`src/rtl/pico_ctrl.sv`:
```
// picoMips control stage: program counter, instruction decode, branch
// resolution on ACC and push-button wait/halt sequencing.
module pico_ctrl #(
    parameter int PC_WIDTH    = 6,
    parameter int SYNC_STAGES = 2
) (
    input  logic                Clock,
    input  logic                nReset,
    input  logic [15:0]         Instr,
    input  logic [7:0]          ACC,
    input  logic                Btn,
    output logic [PC_WIDTH-1:0] PC,
    output logic [7:0]          Imm,
    output logic [2:0]          RegAddr,
    output logic                RegWE,
    output logic                WE,
    output logic                SelSW,
    output logic                SelImm,
    output logic                UseMul,
    output logic                UseACC,
    output logic                Halted
);

    localparam logic [1:0] ST_RUN  = 2'd0;
    localparam logic [1:0] ST_WAIT = 2'd1;
    localparam logic [1:0] ST_HALT = 2'd2;

    localparam logic [3:0] OP_LDI   = 4'h1;
    localparam logic [3:0] OP_LDR   = 4'h2;
    localparam logic [3:0] OP_ADDI  = 4'h3;
    localparam logic [3:0] OP_ADDR  = 4'h4;
    localparam logic [3:0] OP_MULI  = 4'h5;
    localparam logic [3:0] OP_LDSW  = 4'h6;
    localparam logic [3:0] OP_STR   = 4'h7;
    localparam logic [3:0] OP_BZ    = 4'h8;
    localparam logic [3:0] OP_BNZ   = 4'h9;
    localparam logic [3:0] OP_BN    = 4'hA;
    localparam logic [3:0] OP_JMP   = 4'hB;
    localparam logic [3:0] OP_WAITH = 4'hC;
    localparam logic [3:0] OP_WAITL = 4'hD;
    localparam logic [3:0] OP_HALT  = 4'hE;

    logic [PC_WIDTH-1:0]    pc_reg, pc_next, pc_inc;
    logic [1:0]             state_reg, state_next;
    logic [SYNC_STAGES-1:0] sync_reg;
    logic                   btn_s;
    logic [3:0]             opcode;
    logic                   running;
    logic                   we_dec, regwe_dec;
    logic                   branch_taken, is_wait, wait_ok;
    logic                   unused_instr_bit;

    // Button synchroniser: stage 0 captures the raw asynchronous input.
    generate
        for (genvar gi = 0; gi < SYNC_STAGES; gi++) begin : g_sync
            if (gi == 0) begin : g_first
                always_ff @(posedge Clock or negedge nReset) begin
                    if (!nReset) sync_reg[gi] <= 1'b0;
                    else         sync_reg[gi] <= Btn;
                end
            end else begin : g_rest
                always_ff @(posedge Clock or negedge nReset) begin
                    if (!nReset) sync_reg[gi] <= 1'b0;
                    else         sync_reg[gi] <= sync_reg[gi-1];
                end
            end
        end
    endgenerate

    assign btn_s            = sync_reg[SYNC_STAGES-1];
    assign opcode           = Instr[15:12];
    assign Imm              = Instr[7:0];
    assign RegAddr          = Instr[10:8];
    assign unused_instr_bit = Instr[11];
    assign running          = nReset && (state_reg == ST_RUN);

    always_comb begin
        we_dec    = 1'b0;
        regwe_dec = 1'b0;
        SelSW     = 1'b0;
        SelImm    = 1'b0;
        UseMul    = 1'b0;
        UseACC    = 1'b0;
        case (opcode)
            OP_LDI:  begin we_dec = 1'b1; SelImm = 1'b1; end
            OP_LDR:  we_dec = 1'b1;
            OP_ADDI: begin we_dec = 1'b1; SelImm = 1'b1; UseACC = 1'b1; end
            OP_ADDR: begin we_dec = 1'b1; UseACC = 1'b1; end
            OP_MULI: begin we_dec = 1'b1; SelImm = 1'b1; UseACC = 1'b1; UseMul = 1'b1; end
            OP_LDSW: begin we_dec = 1'b1; SelSW = 1'b1; end
            OP_STR:  regwe_dec = 1'b1;
            default: ;
        endcase
    end

    // Enables are gated by reset too, so nothing writes while nReset is low.
    assign WE     = we_dec & running;
    assign RegWE  = regwe_dec & running;
    assign Halted = (state_reg == ST_HALT);
    assign PC     = pc_reg;

    always_comb begin
        case (opcode)
            OP_BZ:   branch_taken = (ACC == 8'd0);
            OP_BNZ:  branch_taken = (ACC != 8'd0);
            OP_BN:   branch_taken = ACC[7];
            OP_JMP:  branch_taken = 1'b1;
            default: branch_taken = 1'b0;
        endcase
    end

    assign is_wait = (opcode == OP_WAITH) || (opcode == OP_WAITL);
    assign wait_ok = (opcode == OP_WAITH) ? btn_s : !btn_s;
    assign pc_inc  = pc_reg + 1'b1;

    always_comb begin
        pc_next    = pc_reg;
        state_next = state_reg;
        case (state_reg)
            ST_RUN: begin
                if (branch_taken)
                    pc_next = Instr[PC_WIDTH-1:0];
                else if (is_wait && !wait_ok)
                    state_next = ST_WAIT;
                else if (opcode == OP_HALT)
                    state_next = ST_HALT;
                else
                    pc_next = pc_inc;
            end
            ST_WAIT: begin
                if (is_wait && wait_ok) begin
                    pc_next    = pc_inc;
                    state_next = ST_RUN;
                end
            end
            ST_HALT: ;
            default: state_next = ST_RUN;
        endcase
    end

    always_ff @(posedge Clock or negedge nReset) begin
        if (!nReset) begin
            pc_reg    <= '0;
            state_reg <= ST_RUN;
        end else begin
            pc_reg    <= pc_next;
            state_reg <= state_next;
        end
    end

endmodule
```
`config.mk`:
```
export PLATFORM = sky130hd
export DESIGN_NAME = pico_ctrl
export DESIGN_NICKNAME = d
export VERILOG_FILES = /design/src/rtl/pico_ctrl.sv
export SDC_FILE = /design/constraint.sdc
export NUM_CORES = 1
export LEC_CHECK = 0
export ABC_CLOCK_PERIOD_IN_PS = 3500
export CORE_UTILIZATION = 38
export CTS_CLUSTER_DIAMETER = 120
export DETAILED_ROUTE_END_ITERATION = 6
export PLACE_DENSITY = 0.9
export RECOVER_POWER = 100
export SKIP_CTS_REPAIR_TIMING = 1
export SYNTH_ARGS = -nofsm -noshare
export SYNTH_HDL_FRONTEND = slang
export SYNTH_SLANG_ARGS = --single-unit
```
`constraint.sdc`:
```
create_clock -name Clock -period 3.5 [get_ports Clock]
set_clock_uncertainty 0.15 [all_clocks]
set_input_delay 0.7 -clock Clock [delete_from_list [all_inputs] [get_ports Clock]]
set_output_delay 0.7 -clock Clock [all_outputs]
set_load 0.02 [all_outputs]
```
==> flow_metrics.tcl, run 1 <==
set metrics [dict create \
    slowest_delay_ns 0.73 \
    wl_per_cell_um 13.9 \
    fin_crit_ns 3.36 \
    synth_fp_nets 116 \
    grt_pass1_wl_um 2730 \
    io_buffers 39 \
    io_pins 51 \
    core_area_um2 1960 \
    via_per_inst 5.22 \
    grt_pass1_vias 669 \
    row_count 16 \
    critPathCaptureType "output port" \
    totalWireLength_um 2030 \
    intPower_mw 0.377 \
    fmax_mhz 298 \
    synthCells 88 \
    num-nets-final 149 \
    via_count 762 \
    grt_setup_unrepaired "false" \
    grt-ovfl-total 0 \
    cap_violations 0 \
    synth_seq_cells 10 \
    synth_edf_count 0 \
    fin_tns_setup_ns 0 \
    crit_buf_inv 2 \
    cts_num_sinks 10 \
    cts_made_buffers 3 \
    synth_ff_type "dfrtp_1" \
    cts-htree-levels 1 \
    fin_hold_ws_ns 0.213 \
    die-area_um2 2280 \
    min_path_type "register to register" \
    clk_latency_ns 0.26 \
    drt.antenna.violating_nets 0 \
    critPathArrivalTime_ns 2.51 \
    synth_top_cells_by_area "dfrtp_1 31%, buf_4 11%, mux2i_1 7.5%" \
    p_total_mw 0.666 \
    ys_types 33 \
    die_y_um 47.8 \
    async_flop_share 1.00 \
    power_frac_seq 0.342 \
    drc 0 \
    layout_setup_ws_ns 0.139 \
    max-clock-path-buffers 2 \
    largest_reg_flops 6 \
    p_sw_mw 0.289 \
    p_clk_frac 0.117 \
    syn_area_um2 796 \
    drt-initial-drc-count 12 \
    path_class "primary input to output port" \
    hpwl_um 1570 \
    die_x_um 47.8 \
    grt_max_degree 12 \
    leakage_nw 0.486 \
    cellPowerDensity_nw_per_um2 579 \
    status "completed" \
    cts_tree "yes" \
    comb_power_share 0.541 \
    critical_path.top_delay_family "buffers and inverters" \
    cp_cell_sequence "clkdlybuf4s50_1, and2_1, a2111oi_0, dlygate4sd3_1" \
    syn_area_per_cell_um2 9.04 \
    relSlewSlack 0.349 \
    yosysMostFrequentCell "buf_4" \
    sw_frac_of_total 0.433 \
    period_share 0.960 \
    ys_top_cells_by_count "12 x buf_4, 10 x dfrtp_1, 7 x nand2_1" \
    critPathLaunchType "primary input" \
    required_ns 2.65 \
    place_ws_ns 0.198 \
    drive_gt1_frac 0.0840 \
    cts_root_buf "clkbuf_4" \
    hold_viol_final 0 \
    gp_congestion 0.742 \
    max_slew.worst_pin.slew_ns 0.972 \
    drv_slew 0 \
    crit_fanout 6 \
    cts.clk_slew.worst_paths_ns 0.06 \
    peakVddDrop_v 0.000366 \
    antenna_cells 0 \
    start_util 0.406 \
    areaGrowthSynthToFinish_pct 44.5 \
    netlist.area_leader.share 0.314 \
    yosysSeqAreaShare 0.314 \
    antenna_found_initial 0 \
    dr.pass1.iters 4 \
    track_usage 0.176 \
    finalSetupViolCount 0 \
    crit_path_top_delay_cell "dlygate4sd3_1" \
    ys_warn_count 0 \
    synth_area_leader_cell "dfrtp_1" \
]
cell type report:
class                           count  area [um2]
Fill cell                         196         812
Sequential cell                    10         250
Inverter                            2        7.51
Timing Repair Buffer               42         409
Tap cell                           27        33.8
Multi-Input combinational cell     62         427
Clock buffer                        3        22.5
stage by stage:
step,area (um2),std cells,utilization
5_1_grt,1150,146,0.586
6_report,1150,146,0.586
3_5_place_dp,1140,143,0.579
2_1_floorplan,796,88,-
4_1_cts,1160,146,0.591
3_3_place_gp,1140,143,0.579
final timing paths:
kind	start	to	slack (ns)	cells after the start
max	Instr[13]	WE	0.14	4
min	sync_reg[0]	btn_s	0.21	0
max reg2reg	state_reg[0]	PC[3]	1.58	5
min reg2reg	sync_reg[0]	btn_s	0.21	0
max in group asynchronous	nReset	sync_reg[0]	2.01	2
min in group asynchronous	nReset	PC[3]	0.83	2
cells in the final DEF (no fill, tap or decap):
| master | Yosys | routed |
|---|---|---|
| dlygate4sd3_1 | 0 | 21 |
| clkdlybuf4s50_1 | 0 | 18 |
| dfrtp_1 | 10 | 10 |
| nand2_1 | 7 | 7 |
| nor2_1 | 6 | 6 |
| mux2i_1 | 6 | 6 |
| nor2b_1 | 5 | 5 |
| a21oi_1 | 5 | 5 |
| a2bb2oi_1 | 4 | 4 |
| nor3_1 | 3 | 3 |
| nand3_1 | 3 | 3 |
| clkbuf_4 | 0 | 3 |
| nor3b_1 | 2 | 2 |
| a31oi_1 | 2 | 2 |
| inv_1 | 2 | 2 |
| o211ai_1 | 1 | 2 |
| nand4_1 | 2 | 2 |
| buf_4 | 12 | 2 |
| nand2b_1 | 1 | 1 |
| and2b_1 | 1 | 1 |
| and2_1 | 1 | 1 |
| mux2_2 | 1 | 1 |
| a2111oi_0 | 1 | 1 |
| nor4_2 | 1 | 1 |
| a311o_1 | 1 | 1 |
| xnor2_1 | 1 | 1 |
| or3_4 | 1 | 1 |
| a31o_2 | 1 | 1 |
| a21o_1 | 1 | 1 |
| a21oi_4 | 1 | 1 |
| and3_1 | 1 | 1 |
| nand3b_1 | 1 | 1 |
| ha_1 | 1 | 1 |
| clkbuf_1 | 0 | 1 |
routing by layer:
layer  GRT usage  part of all wire  vias up
met5           0                 0        -
met4       0.117             0.024        0
met3      0.0113             0.085        6
met2       0.319              0.50       46
met1       0.196              0.39      341
li1            -                 -      369
power by group through the flow:
stage,logic (mW),registers [mW],clock network (mW)
floorplan,0.197,0.256,0
global placement,0.368,0.221,0
detailed placement,0.380,0.227,0
CTS,0.382,0.228,0.0793
global route,0.392,0.234,0.0849
finish,0.360,0.228,0.0781
logic make-up (layout without fill, tap and decap cells):
logic type / Yosys count / after routing / synth area share
fa+ha+maj: 1 / 1 / 0.0157
simple gates: 35 / 35 / 0.245
compound gates: 18 / 18 / 0.181
flops: 10 / 10 / 0.314
xor+xnor: 1 / 1 / 0.0110
buf+inv: 16 / 47 / 0.143
mux: 7 / 7 / 0.0896
Note: power is estimated with default switching activity, not from simulation.
==> inputs of run 2 (changes only) <==
--- a/config.mk
+++ b/config.mk
@@ -6,12 +6,14 @@
 export NUM_CORES = 1
 export LEC_CHECK = 0
 export ABC_CLOCK_PERIOD_IN_PS = 3500
+export CORE_ASPECT_RATIO = 0.7
 export CORE_UTILIZATION = 38
 export CTS_CLUSTER_DIAMETER = 120
 export DETAILED_ROUTE_END_ITERATION = 6
 export PLACE_DENSITY = 0.9
 export RECOVER_POWER = 100
 export SKIP_CTS_REPAIR_TIMING = 1
+export SLEW_MARGIN = 5
 export SYNTH_ARGS = -nofsm -noshare
 export SYNTH_HDL_FRONTEND = slang
 export SYNTH_SLANG_ARGS = --single-unit
==> run 2 against run 1 <==
Against the previous run: the flow now finishes with violations (design-rule violations); non-clock buffer count did not move; clock-buffer cell count did not move; cell count fell by 3.4%; die area rose by 0.13%; wire length fell by 7.2%; via count fell by 2.6%; hold slack got worse by 0.015 ns; first-iteration DRC count rose by 75%; critical path type unchanged; largest cell class unchanged.
==> flow_metrics.tcl, run 2 (synthesized netlist as in run 1, its figures left out) <==
set metrics [dict create \
    hold_end "btn_s" \
    dr.pass1.iters 6 \
    crit_path_top_delay_cell "dlygate4sd3_1" \
    track_usage 0.171 \
    cts-htree-levels 1 \
    max-clock-path-buffers 2 \
    io_buffers 39 \
    drv_slew 0 \
    die_y_um 40.3 \
    finalSetupViolCount 0 \
    cts_tree "yes" \
    relSlewSlack 0.341 \
    critical_path.top_delay_family "buffers and inverters" \
    num-nets-final 149 \
    cellPowerDensity_nw_per_um2 582 \
    gp_congestion 0.881 \
    cp_cell_sequence "clkdlybuf4s50_1, nand2_1, mux2_2, nor2_1, dlygate4sd3_1" \
    fin_tns_setup_ns 0 \
    hold_viol_final 0 \
    seqCellArea_um2 250 \
    slowest_delay_ns 0.68 \
    multiInputGateArea_um2 427 \
    row_count 13 \
    die_x_um 56.7 \
    worst_r2r_path_depth 5 \
    r2r_slack_ns 1.59 \
    totalWireLength_um 1880 \
    fin_crit_ns 3.33 \
    critPathArrivalTime_ns 2.48 \
    drc 12 \
    required_ns 2.65 \
    critPathCaptureType "output port" \
    hold_path_depth 0 \
    die-area_um2 2280 \
    min_path_type "register to register" \
    leakage_nw 0.488 \
    cts_root_buf "clkbuf_4" \
    antenna_found_initial 0 \
    final_cell_mix "22 x dlygate4sd3_1, 17 x clkdlybuf4s50_1, 10 x dfrtp_1" \
    fmax_mhz 300 \
    layout_setup_ws_ns 0.168 \
    hpwl_um 1470 \
    final_common_cell "dlygate4sd3_1" \
    grt-ovfl-total 0 \
    start_util 0.415 \
    io_pins 51 \
    via_per_inst 5.26 \
    n_fill_cell 183 \
    cts.clk_slew.worst_paths_ns 0.06 \
    peakVddDrop_v 0.000412 \
    timing.rr.end "PC[2]" \
    largest_reg_flops 6 \
    period_share 0.952 \
    path_class "primary input to output port" \
    grt_setup_unrepaired "false" \
    cts_num_sinks 10 \
    grt_pass1_vias 651 \
    place_ws_ns 0.191 \
    drt-initial-drc-count 21 \
    crit_buf_inv 2 \
    areaGrowthSynthToFinish_pct 43.7 \
    status "finished, violations left" \
    clk_latency_ns 0.27 \
    cts_made_buffers 3 \
    drt.antenna.violating_nets 0 \
    timing.rr.start "state_reg[1]" \
    final_util 0.596 \
    grt_pass1_wl_um 2880 \
    wl_per_cell_um 13.3 \
    antenna_cells 0 \
    drive_gt1_frac 0.0840 \
    violations "design-rule violations" \
    grt_max_degree 12 \
    hp-start "sync_reg[0]" \
    crit_fanout 8 \
    critPathLaunchType "primary input" \
    max_slew.worst_pin.slew_ns 0.984 \
    cap_violations 0 \
    core_area_um2 1920 \
    via_count 742 \
]
-- run 2: cell types whose count changed in the layout (fill, tap and decap cells not counted), sizes merged --
cell | before | now
clkdlybuf4s50 | 18 | 17
dlygate4sd3 | 21 | 22
-- run 2: per-layer routing --
layer,up-vias,GRT usage,wire [um]
met5,-,0,0
met2,28,0.277,846
met4,0,0.0688,10
met1,340,0.220,857
li1,372,-,-
met3,2,0.0516,166
-- run 2: power by group --
part	total, mW	switching (mW)	internal [mW]	leakage, nW
sequential	0.226	0.0658	0.160	0.117
clock	0.0786	0.0389	0.0397	0.0138
combinational	0.361	0.183	0.177	0.358
total	0.665	0.288	0.377	0.488
-- run 2: layout make-up --
cell class | instances | share of cell area
multi-input combinational | 62 | 0.373
clock buffer | 3 | 0.0197
sequential | 10 | 0.219
timing repair buffer | 42 | 0.358
tap | 22 | 0.0241
inverter | 2 | 0.00656
-- run 2: worst max-delay path by stage --
stage,startpoint,to,slack (ns),cells after the start
finish,Instr[12],UseACC,0.17,5
global route,Instr[12],UseACC,0.10,5
CTS,Instr[12],WE,0.21,4
detailed placement,Instr[12],WE,0.19,4
global placement,Instr[12],WE,0.25,4
floorplan,Instr[14],WE,0.50,3
-- run 2: per-stage QoR --
step	std cells	power [mW]	area [um2]	hold slack, ns
2_1_floorplan	88	0.453	796	0.181
3_3_place_gp	138	0.592	1130	0.184
3_5_place_dp	138	0.609	1130	0.187
4_1_cts	141	0.689	1150	0.201
5_1_grt	141	0.713	1140	0.211
6_report	141	0.665	1140	0.198
